## src/rtl/uart_tx_arb.sv

```systemverilog
// Two-requester arbiter feeding a UART transmitter: free-running baud strobe, IDLE/SEND framing.
// Define UART_TX_ARB_FIXED_PRIO_EN to make requester 0 win every tie instead of round robin.
module uart_tx_arb #(
  parameter int CLKS_PER_BIT = 50,
  parameter int FRAME_TICKS  = 10
) (
  input  logic       clk,
  input  logic       rst,
  input  logic       req0_valid,
  input  logic [7:0] req0_data,
  input  logic       req1_valid,
  input  logic [7:0] req1_data,
  output logic       req0_ready,
  output logic       req1_ready,
  output logic [7:0] uart_data,
  output logic       uart_send,
  output logic       uart_load,
  output logic       busy,
  output logic       grant_id
);

  typedef enum logic {IDLE, SEND} state_t;

  localparam logic [15:0] BAUD_LAST = 16'(CLKS_PER_BIT - 1);
  localparam logic [3:0]  TICK_LAST = 4'(FRAME_TICKS - 1);

  state_t      state;
  logic [15:0] baud_cnt;
  logic [3:0]  tick_cnt;
  logic        favor0;
  logic        accept;

  // Ready is combinational in IDLE so a waiting byte is taken with no extra cycle.
  always_comb begin
    // NOTE: every output gets a default first so no path through the block infers a latch.
    req0_ready = 1'b0;
    req1_ready = 1'b0;
    if (state == IDLE && !rst) begin
      if (req0_valid && (!req1_valid || favor0)) req0_ready = 1'b1;
      else if (req1_valid)                       req1_ready = 1'b1;
    end
  end

  assign accept    = (req0_ready && req0_valid) || (req1_ready && req1_valid);
  assign busy      = (state == SEND);
  assign uart_send = (state == SEND);

  // NOTE: sequential state uses non-blocking assignments so all flops update from pre-edge values.
  always_ff @(posedge clk) begin
    if (rst) begin
      baud_cnt  <= '0;
      uart_load <= 1'b0;
    end else if (baud_cnt == BAUD_LAST) begin
      baud_cnt  <= '0;
      uart_load <= 1'b1;
    end else begin
      baud_cnt  <= baud_cnt + 16'd1;
      uart_load <= 1'b0;
    end
  end

`ifdef UART_TX_ARB_FIXED_PRIO_EN
  assign favor0 = 1'b1;
`else
  // Tie goes to whichever requester did not win last time.
  always_ff @(posedge clk) begin
    if (rst)         favor0 <= 1'b1;
    else if (accept) favor0 <= req1_ready;
  end
`endif

  always_ff @(posedge clk) begin
    if (rst) begin
      state     <= IDLE;
      tick_cnt  <= '0;
      uart_data <= 8'h00;
      grant_id  <= 1'b0;
    end else begin
      case (state)
        IDLE: begin
          if (accept) begin
            uart_data <= req1_ready ? req1_data : req0_data;
            grant_id  <= req1_ready;
            tick_cnt  <= '0;
            state     <= SEND;
          end
        end
        SEND: begin
          // A strobe landing on the accept cycle is not counted; only strobes seen in SEND are.
          if (uart_load) begin
            if (tick_cnt == TICK_LAST) state <= IDLE;
            else                       tick_cnt <= tick_cnt + 4'd1;
          end
        end
        default: state <= IDLE;
      endcase
    end
  end

endmodule

```

## config.mk

```make
export PLATFORM = sky130hd
export DESIGN_NAME = uart_tx_arb
export DESIGN_NICKNAME = d
export VERILOG_FILES = /design/src/rtl/uart_tx_arb.sv
export SDC_FILE = /design/constraint.sdc
export NUM_CORES = 1
export LEC_CHECK = 0
export BUFFER_PORTS_ARGS = -buffer_cell sky130_fd_sc_hd__buf_4
export CORE_ASPECT_RATIO = 1.4
export CORE_MARGIN = 1.5
export CORE_UTILIZATION = 56
export CTS_CLUSTER_SIZE = 28
export DETAILED_ROUTE_END_ITERATION = 10
export GPL_ROUTABILITY_DRIVEN = 0
export PLACE_DENSITY = 0.82
export SETUP_SLACK_MARGIN = 0.3
export SYNTH_ARGS = -nofsm -noshare
export SYNTH_HDL_FRONTEND = slang
export SYNTH_SLANG_ARGS = --single-unit
```

## constraint.sdc

```tcl
create_clock -name clk -period 3.03 [get_ports clk]
set_clock_uncertainty 0.2 [all_clocks]
set_input_delay 0.303 -clock clk [delete_from_list [all_inputs] [get_ports clk]]
set_output_delay 0.303 -clock clk [all_outputs]
set_load 0.03 [all_outputs]
```

## Word level (Yosys, flattened, before mapping)

Index checks and enable logic that the tools add are counted.

- Register bits after elaboration: 32
- Input bits: 20
- Output and inout bits: 14
- Logic and storage cells: 41

- Add/subtract/negate cells: 2
- Equality and inequality tests: 5
- Multiplexer cells: 15
- Bitwise operators: 1
- Reduce and logical (&&, ||, !) cells: 11

Operators with widths:

| kind | number |
|---|---|
| adder 16 x 1 -> 16 bit (second input constant) | 1 |
| equality test 16 x 6 -> 1 bit (second input constant) | 1 |
| two-way mux 4 bit | 3 |
| two-way mux 1 bit | 9 |
| two-way mux 8 bit | 1 |
| case mux 4 bit (2 select lines) | 1 |
| inequality test 2 bit (second input constant) | 3 |
| adder 4 x 1 -> 4 bit (second input constant) | 1 |
| equality test 4 bit (second input constant) | 1 |
| logical AND 1 bit | 4 |
| AND reduction 3 bit | 1 |
| logical NOT 1 bit | 2 |
| logical OR 1 bit | 2 |
| case mux 1 bit (2 select lines) | 1 |
| AND reduction 2 bit | 1 |
| OR reduction 2 bit | 1 |
| NOT 1 bit | 1 |

## Logic depth before layout (Yosys ltp)

Gate-level depths: netlist (run 1).

- Depth in word-level cells: 9
- Depth in mapped cells: 8
- Mapped depth without buffers: 6

## Least setup slack after synthesis (run 1)

OpenSTA, ideal clock, no wires.

- Path type: flip-flop to flip-flop
- From: register state (netlist: busy)
- To: register uart_data[0]
- Setup time: 0.091 ns
- Arrival time: 1.300 ns
- Required time: 2.739 ns
- Slack: 1.439 ns
- Stages on the path, launching flop included: 6
- Buffers on the path: 2
- Clock period less this slack: 1.591 ns
- Path through: dfxtp_1 > nor2_2 > o21a_1 > buf_2 > buf_2 > a311oi_1

- Longest elaborated chain between the ends: 6
- Elaborated cells between the ends (all ways): 9
- Classes of those cells: mux (3); bitwise (1); reduce/logical (5)

RTL lines:

| item | RTL line | source |
|---|---|---|
| from (decl) | 27 | `state_t state;` |
| from (signal assigned) | 74 | `state <= IDLE;` |
| from (signal assigned) | 85 | `state <= SEND;` |
| from (signal assigned) | 91 | `if (tick_cnt == TICK_LAST) state <= IDLE;` |
| NOT 1 bit (no source line) * | -- |  |
| logical AND 1 bit | 38 | `if (state == IDLE && !rst) begin` |
| two-way mux 1 bit | 38 |  |
| logical AND 1 bit | 44 | `assign accept = (req0_ready && req0_valid) \|\| (req1_ready && req1_valid);` |
| logical OR 1 bit | 44 |  |
| AND reduction 2 bit (no source line) | -- |  |
| to (signal assigned) | 82 | `uart_data <= req1_ready ? req1_data : req0_data;` |
| to (decl) | 15 | `output logic [7:0] uart_data,` |

Every way passes the cells marked *; elsewhere a longest branch is shown, timed or not.
A chain may end at the register's enable or synchronous reset.

## Worst setup path after layout (run 1)

- From: register state (netlist: busy)
- To: output req1_ready

- Longest elaborated chain between the ends: 3

RTL lines:

| item | RTL line | source |
|---|---|---|
| NOT 1 bit (no source line) | -- |  |
| logical AND 1 bit | 38 |  |
| two-way mux 1 bit | 38 |  |
| to (decl) | 14 | `output logic req1_ready,` |

No other way between the ends.

==> results of run 1 <==
==> per-stage QoR <==
stage,utilization [%],area [um^2]
floorplan,-,1498
global placement,67.26,1740
detailed placement,67.26,1740
CTS,69.54,1799
global route,69.54,1799
finish,69.54,1799
==> flip-flops by register name (all words and copies together) (netlist names) <==
signal and cells:
favor0 1, busy 1, uart_load 1, grant_id 1
uart_data 8, baud_cnt 16, tick_cnt 4
==> cells by family after synthesis <==
logic type | after synthesis | synth area share, %
AO/OA/AOI/OAI | 17 | 8.271
XOR/XNOR | 16 | 9.357
adder cells (fa/ha/maj) | 4 | 3.342
buffers and inverters | 16 | 5.346
flip-flops | 32 | 42.77
multiplexers | 1 | 0.7518
AND/OR/NAND/NOR | 86 | 30.16
==> layout make-up <==
class | count | area, um^2
tap | 36 | 45.04
timing repair buffer | 33 | 247.7
sequential | 32 | 640.6
clock buffer | 8 | 58.81
multi-input combinational | 124 | 777.0
inverter | 8 | 30.03
fill | 232 | 788.3
==> power by group through the flow <==
stage | clock, W | sequential (W) | combinational, W
floorplan | 0 | 0.000482 | 0.0000560
global placement | 0 | 0.000460 | 0.000122
detailed placement | 0 | 0.000461 | 0.000125
CTS | 0.000255 | 0.000451 | 0.000126
global route | 0.000276 | 0.000454 | 0.000136
finish | 0.000249 | 0.000451 | 0.000125
==> per-layer routing <==
layer  up-vias  wire [um]
met1       592       1253
met5         -          0
met2        34       1563
met3         7        155
li1        650          -
met4         0         59
==> cells in the final DEF, fill, tap and decap left out <==
| master | synthesis | routed |
|---|---|---|
| sky130_fd_sc_hd__and3_1 | 2 | 2 |
| sky130_fd_sc_hd__nor4_1 | 2 | 2 |
| sky130_fd_sc_hd__xor2_1 | 3 | 3 |
| sky130_fd_sc_hd__nor2_1 | 28 | 28 |
| sky130_fd_sc_hd__clkbuf_8 | 0 | 1 |
| sky130_fd_sc_hd__a21oi_1 | 2 | 2 |
| sky130_fd_sc_hd__dfxtp_1 | 32 | 32 |
| sky130_fd_sc_hd__o21ai_1 | 3 | 3 |
| sky130_fd_sc_hd__nand3b_1 | 1 | 1 |
| sky130_fd_sc_hd__xnor2_1 | 13 | 13 |
| sky130_fd_sc_hd__nand2b_1 | 3 | 3 |
| sky130_fd_sc_hd__inv_2 | 1 | 1 |
| sky130_fd_sc_hd__nand2_1 | 22 | 22 |
| sky130_fd_sc_hd__nand4_4 | 1 | 1 |
| sky130_fd_sc_hd__nor4_2 | 3 | 3 |
| sky130_fd_sc_hd__o31ai_1 | 1 | 1 |
| sky130_fd_sc_hd__buf_4 | 2 | 33 |
| sky130_fd_sc_hd__nor2_2 | 3 | 3 |
| sky130_fd_sc_hd__nand4_1 | 2 | 2 |
| sky130_fd_sc_hd__nand4_2 | 2 | 2 |
| sky130_fd_sc_hd__ha_1 | 4 | 4 |
| sky130_fd_sc_hd__o21a_1 | 1 | 1 |
| sky130_fd_sc_hd__mux2_2 | 1 | 1 |
| sky130_fd_sc_hd__clkbuf_4 | 0 | 5 |
| sky130_fd_sc_hd__nand3_1 | 7 | 7 |
| sky130_fd_sc_hd__o21ai_0 | 1 | 1 |
| sky130_fd_sc_hd__and4b_1 | 1 | 1 |
| sky130_fd_sc_hd__nand4b_1 | 2 | 2 |
| sky130_fd_sc_hd__nor3_1 | 7 | 7 |
| sky130_fd_sc_hd__inv_1 | 7 | 7 |
| sky130_fd_sc_hd__clkbuf_1 | 0 | 2 |
| sky130_fd_sc_hd__a311oi_1 | 8 | 8 |
| sky130_fd_sc_hd__a2bb2oi_1 | 1 | 1 |
==> worst max-delay path by stage <==
stage / end / cells after the start / slack (ns)
global route: req1_ready / 4 / 0.67
CTS: req1_ready / 4 / 0.82
global placement: req1_ready / 5 / 1.18
floorplan: uart_data[0]$_SDFFE_PP0P_ / 5 / 1.44
detailed placement: req1_ready / 5 / 1.13
finish: req1_ready / 4 / 0.82
==> worst reg2reg max path, delay by kind of cell, from the launching register on <==
kind	cells	cell delay (ns)
buffers and inverters	1	0.25
and+or+nand+nor	3	0.62
DFF	1	0.40
AOI/OAI and AO/OA	1	0.28
==> out/summary.txt, run 1 <==
run status: completed
Post-CTS Resized: 0
standard cell core area: 2587 um^2
share of cells above drive strength 1: 24.39%
most used flip-flop cell after synthesis: sky130_fd_sc_hd__dfxtp_1
sequential share of the synthesized area: 42.77%
number of cells in the finished layout apart from fillers: 241
Tmin final: 2.210 ns
total CTS buffers: 5
DR iter-0 viols: 42
worst r2r path cells: 5
launch instance of the worst register-to-register path: busy$_SDFF_PP0_
Sinks on Clock Net: 32
Leak Pwr: 0.7103 nW
source-to-sink clock delay at the later pin of the worst-skew pair: 0.34 ns
wire length of the first global-routing pass: 4.995 mm
kind of cell adding the most delay to the critical path: simple AND/OR/NAND/NOR gates
half-perimeter wire length of the detailed placement result: 2.269 mm
TritonRoute pass-1 iters: 4
quantity of hold-fixing buffers added after cts: 0
detailed-route wire length: 3.032 mm
synthesized area per cell: 8.707 um^2
final worst setup slack: 0.8204 ns
number of port buffers: 33
post-synthesis instance area: 1498 um^2
sequential share of power: 54.6%
critical path arrival: 1.71 ns
Yosys warnings: 0
Placed Cells incl. Taps: 233
max-capacitance violation count: 0
FFs w/ async S/R, synth: 0%
CP Launch Type: flop
Die Height: 64.19 um
number of distinct library cells after synthesis: 33
starting density of the core: 57.88%
number of synthesized flops with an enable pin: 0
average via count per standard cell: 5.324
area overhead of the layout relative to synthesis: 20.13%
clock slew seen by the registers of the worst setup and hold paths: 0.10 ns
Chip Width: 46.71 um
Routed Antenna Nets: 0
Synth top cells by count: sky130_fd_sc_hd__dfxtp_1, sky130_fd_sc_hd__nor2_1, sky130_fd_sc_hd__nand2_1
combinational share of power: 15.1%
worst max-slew margin expressed relative to the limit: 59.07%
busiest grt layer: met2
maximum number of pins on one net before global-route repair: 20
standard cell with the maximum stage delay on the critical path: sky130_fd_sc_hd__dfxtp_1
accumulated negative setup slack: 0 ns
startpoint of the tightest hold check path: req1_data[2]
number of hold violations in the final report: 0
worst-case clock buffer depth: 2
ant diodes: 0
crit-path max FO: 11
instance count along the most critical hold path: 3
vias after detailed routing: 1283
top cell type by total area after synthesis: sky130_fd_sc_hd__dfxtp_1
met1 routing resource usage after global routing: 23.23%
destination of the worst hold path: uart_data[2]$_SDFFE_PP0P_
standard-cell rows: 22
GR Overflow Total: 0
Internal: 0.0006038 W
ranking of synthesized cells by area: sky130_fd_sc_hd__dfxtp_1, sky130_fd_sc_hd__xnor2_1, sky130_fd_sc_hd__nor2_1
setup slack after placement: 1.132 ns
final-layout worst hold slack: 0.02987 ns
total design power: 0.0008254 W
root buf cell: sky130_fd_sc_hd__clkbuf_4
instance count of the mapped netlist: 172
worst r2r dst: uart_data[0]$_SDFFE_PP0P_
met2 usage: 39.24%
clock tree from TritonCTS: yes
crit-path max cell delay: 0.40 ns
total routing usage reported by global routing: 22.99%
timing-limited maximum frequency: 452.6 MHz
net switching component of the power: 0.0002215 W
final layout net count: 228
post-synthesis net count: 196
proportion of netlist area held by the largest area contributor: 42.77%
setup violators final: 0
worst reg-to-reg setup slack: 1.19 ns
cell-by-cell trace of the critical path: nor2_2, nand3_1, inv_2, buf_4
DRC violations left: 0
via count of the first global-routing pass: 1234
kind of capture point of the worst setup path: primary output
type of the tightest min-delay check: in -> reg
Routed wire per std cell: 12.58 um
critical path required time: 2.53 ns
proportion of power drawn by the clock network: 30.2%
startpoint of the worst setup timing path: busy$_SDFF_PP0_
Worst Tran Pin Value: 0.6139 ns
unrepaired setup endpoints after global routing: false
crit path buf inv count: 2
global routing met3 resource utilization: 8.475%
power density over the cells: 458.7 nW/um^2
Max IR drop VDD: 383.1 uV
H-tree depth: 2
Worst Setup Path Type: reg -> out
most common cell in the synthesized netlist: sky130_fd_sc_hd__dfxtp_1
proportion of total power due to net switching: 26.84%
number of max-slew violations in the final report: 0
ratio of final minimum period to clock period: 72.93%
synthesis-stage register bit count: 32
overall die area: 2998 um^2
number of top-level design ports: 34
postcts setup bufs: 0
initial antenna violation count: 0
Power figures use the tool's default switching activity.
==> run 2: changes to the inputs <==
--- a/config.mk
+++ b/config.mk
@@ -8,11 +8,11 @@
 export BUFFER_PORTS_ARGS = -buffer_cell sky130_fd_sc_hd__buf_4
 export CORE_ASPECT_RATIO = 1.4
 export CORE_MARGIN = 1.5
-export CORE_UTILIZATION = 56
+export CORE_UTILIZATION = 47
 export CTS_CLUSTER_SIZE = 28
 export DETAILED_ROUTE_END_ITERATION = 10
 export GPL_ROUTABILITY_DRIVEN = 0
-export PLACE_DENSITY = 0.82
+export PLACE_DENSITY = 0.74
 export SETUP_SLACK_MARGIN = 0.3
 export SYNTH_ARGS = -nofsm -noshare
 export SYNTH_HDL_FRONTEND = slang
==> constraint.sdc (replaced) <==
create_clock -name clk -period 1.9 [get_ports clk]
set_clock_uncertainty 0.2 [all_clocks]
set_input_delay 0.19 -clock clk [delete_from_list [all_inputs] [get_ports clk]]
set_output_delay 0.19 -clock clk [all_outputs]
set_load 0.03 [all_outputs]
==> out/summary.txt, run 2 (same netlist as run 1, synthesis figures left out) <==
DRC violations left: 0
Tmin final: 1.545 ns
TritonRoute pass-1 iters: 4
launch instance of the worst register-to-register path: baud_cnt[8]$_SDFF_PP0_
run status: completed
Worst Setup Path Type: reg -> reg
ratio of final minimum period to clock period: 81.31%
Storage cell area: 648.1 um^2
instance count along the most critical hold path: 3
DR iter-0 viols: 29
number of max-slew violations in the final report: 0
root buf cell: sky130_fd_sc_hd__clkbuf_8
crit-path max FO: 6
type of the tightest min-delay check: in -> reg
maximum number of pins on one net before global-route repair: 20
final layout net count: 249
timing-limited maximum frequency: 647.3 MHz
final worst setup slack: 0.3552 ns
crit-path max cell delay: 0.49 ns
initial antenna violation count: 0
Max IR drop VDD: 707.7 uV
max-capacitance violation count: 0
share of cells above drive strength 1: 29.20%
number of top-level design ports: 34
Die Height: 69.79 um
final instance area: 2096 um^2
worst max-slew margin expressed relative to the limit: 79.96%
layout filler cell count: 231
overall die area: 3539 um^2
accumulated negative setup slack: 0 ns
vias after detailed routing: 1399
area used by multi-input combinational logic: 832.0 um^2
CP Launch Type: flop
Worst Tran Pin Value: 0.3002 ns
setup slack after placement: 0.2179 ns
via count of the first global-routing pass: 1330
number of hold violations in the final report: 0
largest reg by FF count: baud_cnt
startpoint of the tightest hold check path: req0_data[4]
kind of capture point of the worst setup path: flop
source-to-sink clock delay at the later pin of the worst-skew pair: 0.28 ns
Chip Width: 50.71 um
Routed wire per std cell: 14.08 um
average via count per standard cell: 5.279
worst r2r path cells: 4
number of port buffers: 33
placed standard-cell area: 1774 um^2
H-tree depth: 2
standard cell core area: 3063 um^2
commonest non-fill, non-tap cell in the layout: sky130_fd_sc_hd__buf_4
ant diodes: 0
starting density of the core: 48.90%
setup violators final: 0
startpoint of the worst setup timing path: baud_cnt[8]$_SDFF_PP0_
unrepaired setup endpoints after global routing: false
Routed Antenna Nets: 0
total CTS buffers: 5
Sinks on Clock Net: 32
critical path required time: 1.87 ns
Leak Pwr: 0.8336 nW
leading cell types in the layout, fill and taps excluded: sky130_fd_sc_hd__buf_4, sky130_fd_sc_hd__nor2_1, sky130_fd_sc_hd__dfxtp_1
half-perimeter wire length of the detailed placement result: 2.302 mm
clock slew seen by the registers of the worst setup and hold paths: 0.06 ns
GR Overflow Total: 0
total routing usage reported by global routing: 21.52%
clock tree from TritonCTS: yes
max reg flops: 16
worst-case clock buffer depth: 2
wire length of the first global-routing pass: 5.692 mm
standard cell with the maximum stage delay on the critical path: sky130_fd_sc_hd__dfxtp_1
registers with the highest flip-flop counts: baud_cnt (16), uart_data (8), tick_cnt (4)
critical path arrival: 1.52 ns
standard-cell rows: 24
area overhead of the layout relative to synthesis: 39.93%
cell-by-cell trace of the critical path: nand4_4, nor4_2, xnor2_1, nor2_2
detailed-route wire length: 3.732 mm
power density over the cells: 711.5 nW/um^2
[run 2: cell type report]
cell class | instances | share of cell area [%]
clock buffers | 8 | 4.299
flip-flops and latches | 32 | 30.93
repair buffers | 54 | 21.31
inverters | 8 | 1.433
well taps | 39 | 2.328
multi-input cells | 124 | 39.70
[run 2: through the flow]
step	hold slack, ns	utilization [%]	std cells	total power [W]
2_1_floorplan	0.1491	-	172	0.0008582
3_3_place_gp	0.2573	57.92	240	0.0009338
3_5_place_dp	0.2626	57.92	240	0.0009406
4_1_cts	0.004346	66.67	264	0.001495
5_1_grt	0.0002025	68.42	265	0.001562
6_report	0.01300	68.42	265	0.001491
[run 2: worst max-delay path, delay by kind of cell (launching register included)]
kind          cells  cell delay, ns
xor+xnor          1            0.18
flops             1            0.49
simple gates      3            0.57
[run 2: final timing paths]
kind,endpoint,slack [ns]
worst max-delay path,baud_cnt[14]$_SDFF_PP0_,0.36
worst min-delay path,uart_data[4]$_SDFFE_PP0P_,0.01
worst max register to register,baud_cnt[14]$_SDFF_PP0_,0.36
worst min register to register,grant_id$_SDFFE_PP0P_,0.27
[run 2: power by group]
part           switching [W]  internal (W)
registers          0.0000244      0.000699
clock network       0.000229      0.000295
logic               0.000130      0.000114
[run 2: what timing repair did]
item,in CTS,in global routing
hold buffers,15,0
hold endpoints to repair,8,0
setup buffers,1,1
gates resized for setup,4,11
gates cloned,0,0
pin swaps,1,3
endpoints found under the setup margin,5,24
[run 2: per-layer routing]
metal  vias up  wire (um)  global-route usage (%)
li1        692          -                       -
met1       648       1483                   21.60
met2        55       1970                   39.33
met3         4        226                   6.897
met4         0         51                   9.009
met5         -          0                       0
==> run 3: changes to the inputs <==
==> constraint.sdc (replaced) <==
create_clock -name clk -period 1.4 [get_ports clk]
set_clock_uncertainty 0.2 [all_clocks]
set_input_delay 0.14 -clock clk [delete_from_list [all_inputs] [get_ports clk]]
set_output_delay 0.14 -clock clk [all_outputs]
set_load 0.03 [all_outputs]
==> out/summary.txt, run 3 (same netlist as run 1, synthesis figures left out) <==
Tmin final: 1.645 ns
leading cell types in the layout, fill and taps excluded: sky130_fd_sc_hd__buf_4, sky130_fd_sc_hd__buf_6, sky130_fd_sc_hd__nor2_1
utilization after layout: 91.38%
via count of the first global-routing pass: 1655
Max IR drop VDD: 1044 uV
vias after detailed routing: 1750
CP Launch Type: flop
final worst setup slack: -0.2453 ns
number of port buffers: 33
critical path arrival: 1.62 ns
type of the tightest min-delay check: in -> reg
H-tree depth: 2
clock tree from TritonCTS: yes
DR iter-0 viols: 80
worst-case clock buffer depth: 2
Worst Setup Path Type: reg -> reg
unrepaired setup endpoints after global routing: true
total CTS buffers: 5
Routed wire per std cell: 23.11 um
half-perimeter wire length of the detailed placement result: 2.637 mm
layout filler cell count: 108
timing-limited maximum frequency: 607.8 MHz
worst max-slew margin expressed relative to the limit: 77.81%
total routing usage reported by global routing: 32.58%
worst reg-to-reg setup slack: -0.25 ns
detailed-route wire length: 6.911 mm
kind of capture point of the worst setup path: flop
max-capacitance violation count: 0
wire length of the first global-routing pass: 8.293 mm
number of top-level design ports: 34
TritonRoute pass-1 iters: 4
final-layout worst hold slack: 0.009710 ns
largest reg by FF count: baud_cnt
Worst Tran Pin Value: 0.3303 ns
standard cell core area: 3063 um^2
instance count along the most critical hold path: 3
commonest non-fill, non-tap cell in the layout: sky130_fd_sc_hd__buf_4
Chip Width: 50.71 um
Routed Antenna Nets: 0
GR Overflow Total: 0
ant diodes: 0
overall die area: 3539 um^2
worst r2r dst: uart_data[1]$_SDFFE_PP0P_
power density over the cells: 879.4 nW/um^2
source-to-sink clock delay at the later pin of the worst-skew pair: 0.30 ns
startpoint of the tightest hold check path: req1_data[0]
critical path required time: 1.38 ns
starting density of the core: 48.90%
registers with the highest flip-flop counts: baud_cnt (16), uart_data (8), tick_cnt (4)
initial antenna violation count: 0
Die Height: 69.79 um
violations in the final reports: negative setup slack
number of hold violations in the final report: 0
standard-cell rows: 24
destination of the worst hold path: uart_data[0]$_SDFFE_PP0P_
share of cells above drive strength 1: 59.23%
ratio of final minimum period to clock period: 117.5%
clock slew seen by the registers of the worst setup and hold paths: 0.08 ns
DRC violations left: 0
root buf cell: sky130_fd_sc_hd__clkbuf_8
crit-path max FO: 10
average via count per standard cell: 5.853
number of max-slew violations in the final report: 0
worst r2r path cells: 5
run status: complete, but fails checks
Sinks on Clock Net: 32
area overhead of the layout relative to synthesis: 86.88%
maximum number of pins on one net before global-route repair: 19
max reg flops: 16
final layout net count: 283
Leak Pwr: 1.128 nW
setup violators final: 35
launch instance of the worst register-to-register path: favor0$_SDFFE_PP1P_
run 3: stage by stage:
| step | instance area [um^2] | setup slack (ns) | total power, W | std cells | setup TNS (ns) |
|---|---|---|---|---|---|
| after floorplan | 1582 | -0.01432 | 0.001185 | 172 | -0.1264 |
| after global placement | 1973 | -0.1129 | 0.001299 | 255 | -1.500 |
| after detailed placement | 1973 | -0.1511 | 0.001313 | 255 | -2.396 |
| after CTS | 2521 | -0.07761 | 0.002266 | 290 | -1.186 |
| after global routing | 2799 | -0.2795 | 0.002520 | 299 | -6.724 |
| final | 2799 | -0.2453 | 0.002461 | 299 | -5.330 |
run 3: critical path, stage by stage (launching register included):
cell and delay [ns]:
sky130_fd_sc_hd__dfxtp_2 0.37, sky130_fd_sc_hd__nand2_1 0.12, sky130_fd_sc_hd__nand3_4 0.14, sky130_fd_sc_hd__buf_8 0.15
sky130_fd_sc_hd__nand2_1 0.14, sky130_fd_sc_hd__a311oi_2 0.40
run 3: how the worst max path moves through the flow:
stage | from | endpoint | cells past startpoint
after floorplan | baud_cnt[0]$_SDFF_PP0_ | baud_cnt[0]$_SDFF_PP0_ | 7
after global placement | baud_cnt[2]$_SDFF_PP0_ | baud_cnt[15]$_SDFF_PP0_ | 4
after detailed placement | baud_cnt[7]$_SDFF_PP0_ | baud_cnt[8]$_SDFF_PP0_ | 5
after CTS | baud_cnt[2]$_SDFF_PP0_ | baud_cnt[9]$_SDFF_PP0_ | 4
after global routing | baud_cnt[7]$_SDFF_PP0_ | baud_cnt[9]$_SDFF_PP0_ | 5
final | favor0$_SDFFE_PP1P_ | uart_data[1]$_SDFFE_PP0P_ | 5
run 3: repair_timing:
action / 4_1_cts / 5_1_grt
endpoints found under the setup margin: 46 / 46
cloned: 1 / 0
pin swaps: 11 / 11
buffers inserted: 12 / 9
hold endpoints to repair: 8 / 0
hold buffers: 14 / 0
gates resized for setup: 55 / 46
run 3: cell type report:
type,count,area [um^2],share of cell area [%]
clock buffers,6,93.84,3.353
clock inverters,2,12.51,0.4470
inverters,8,35.03,1.252
multi-input cells,124,1061,37.91
flip-flops and latches,32,685.7,24.50
well taps,39,48.80,1.743
repair buffers,88,862.1,30.80
run 3: report_power, final:
part	internal (W)	switching [W]	leakage, nW
clock network	0.000455	0.000404	0.0523
logic	0.000303	0.000310	0.805
registers	0.000945	0.0000439	0.271
total	0.00170	0.000758	1.13
run 3: routing by layer:
layer,up-vias,global-route usage [%],part of all wire [%]
met5,-,0,0
li1,767,-,-
met4,0,18.32,9.5
met1,828,33.29,36
met3,41,4.526,6.0
met2,114,60.67,49
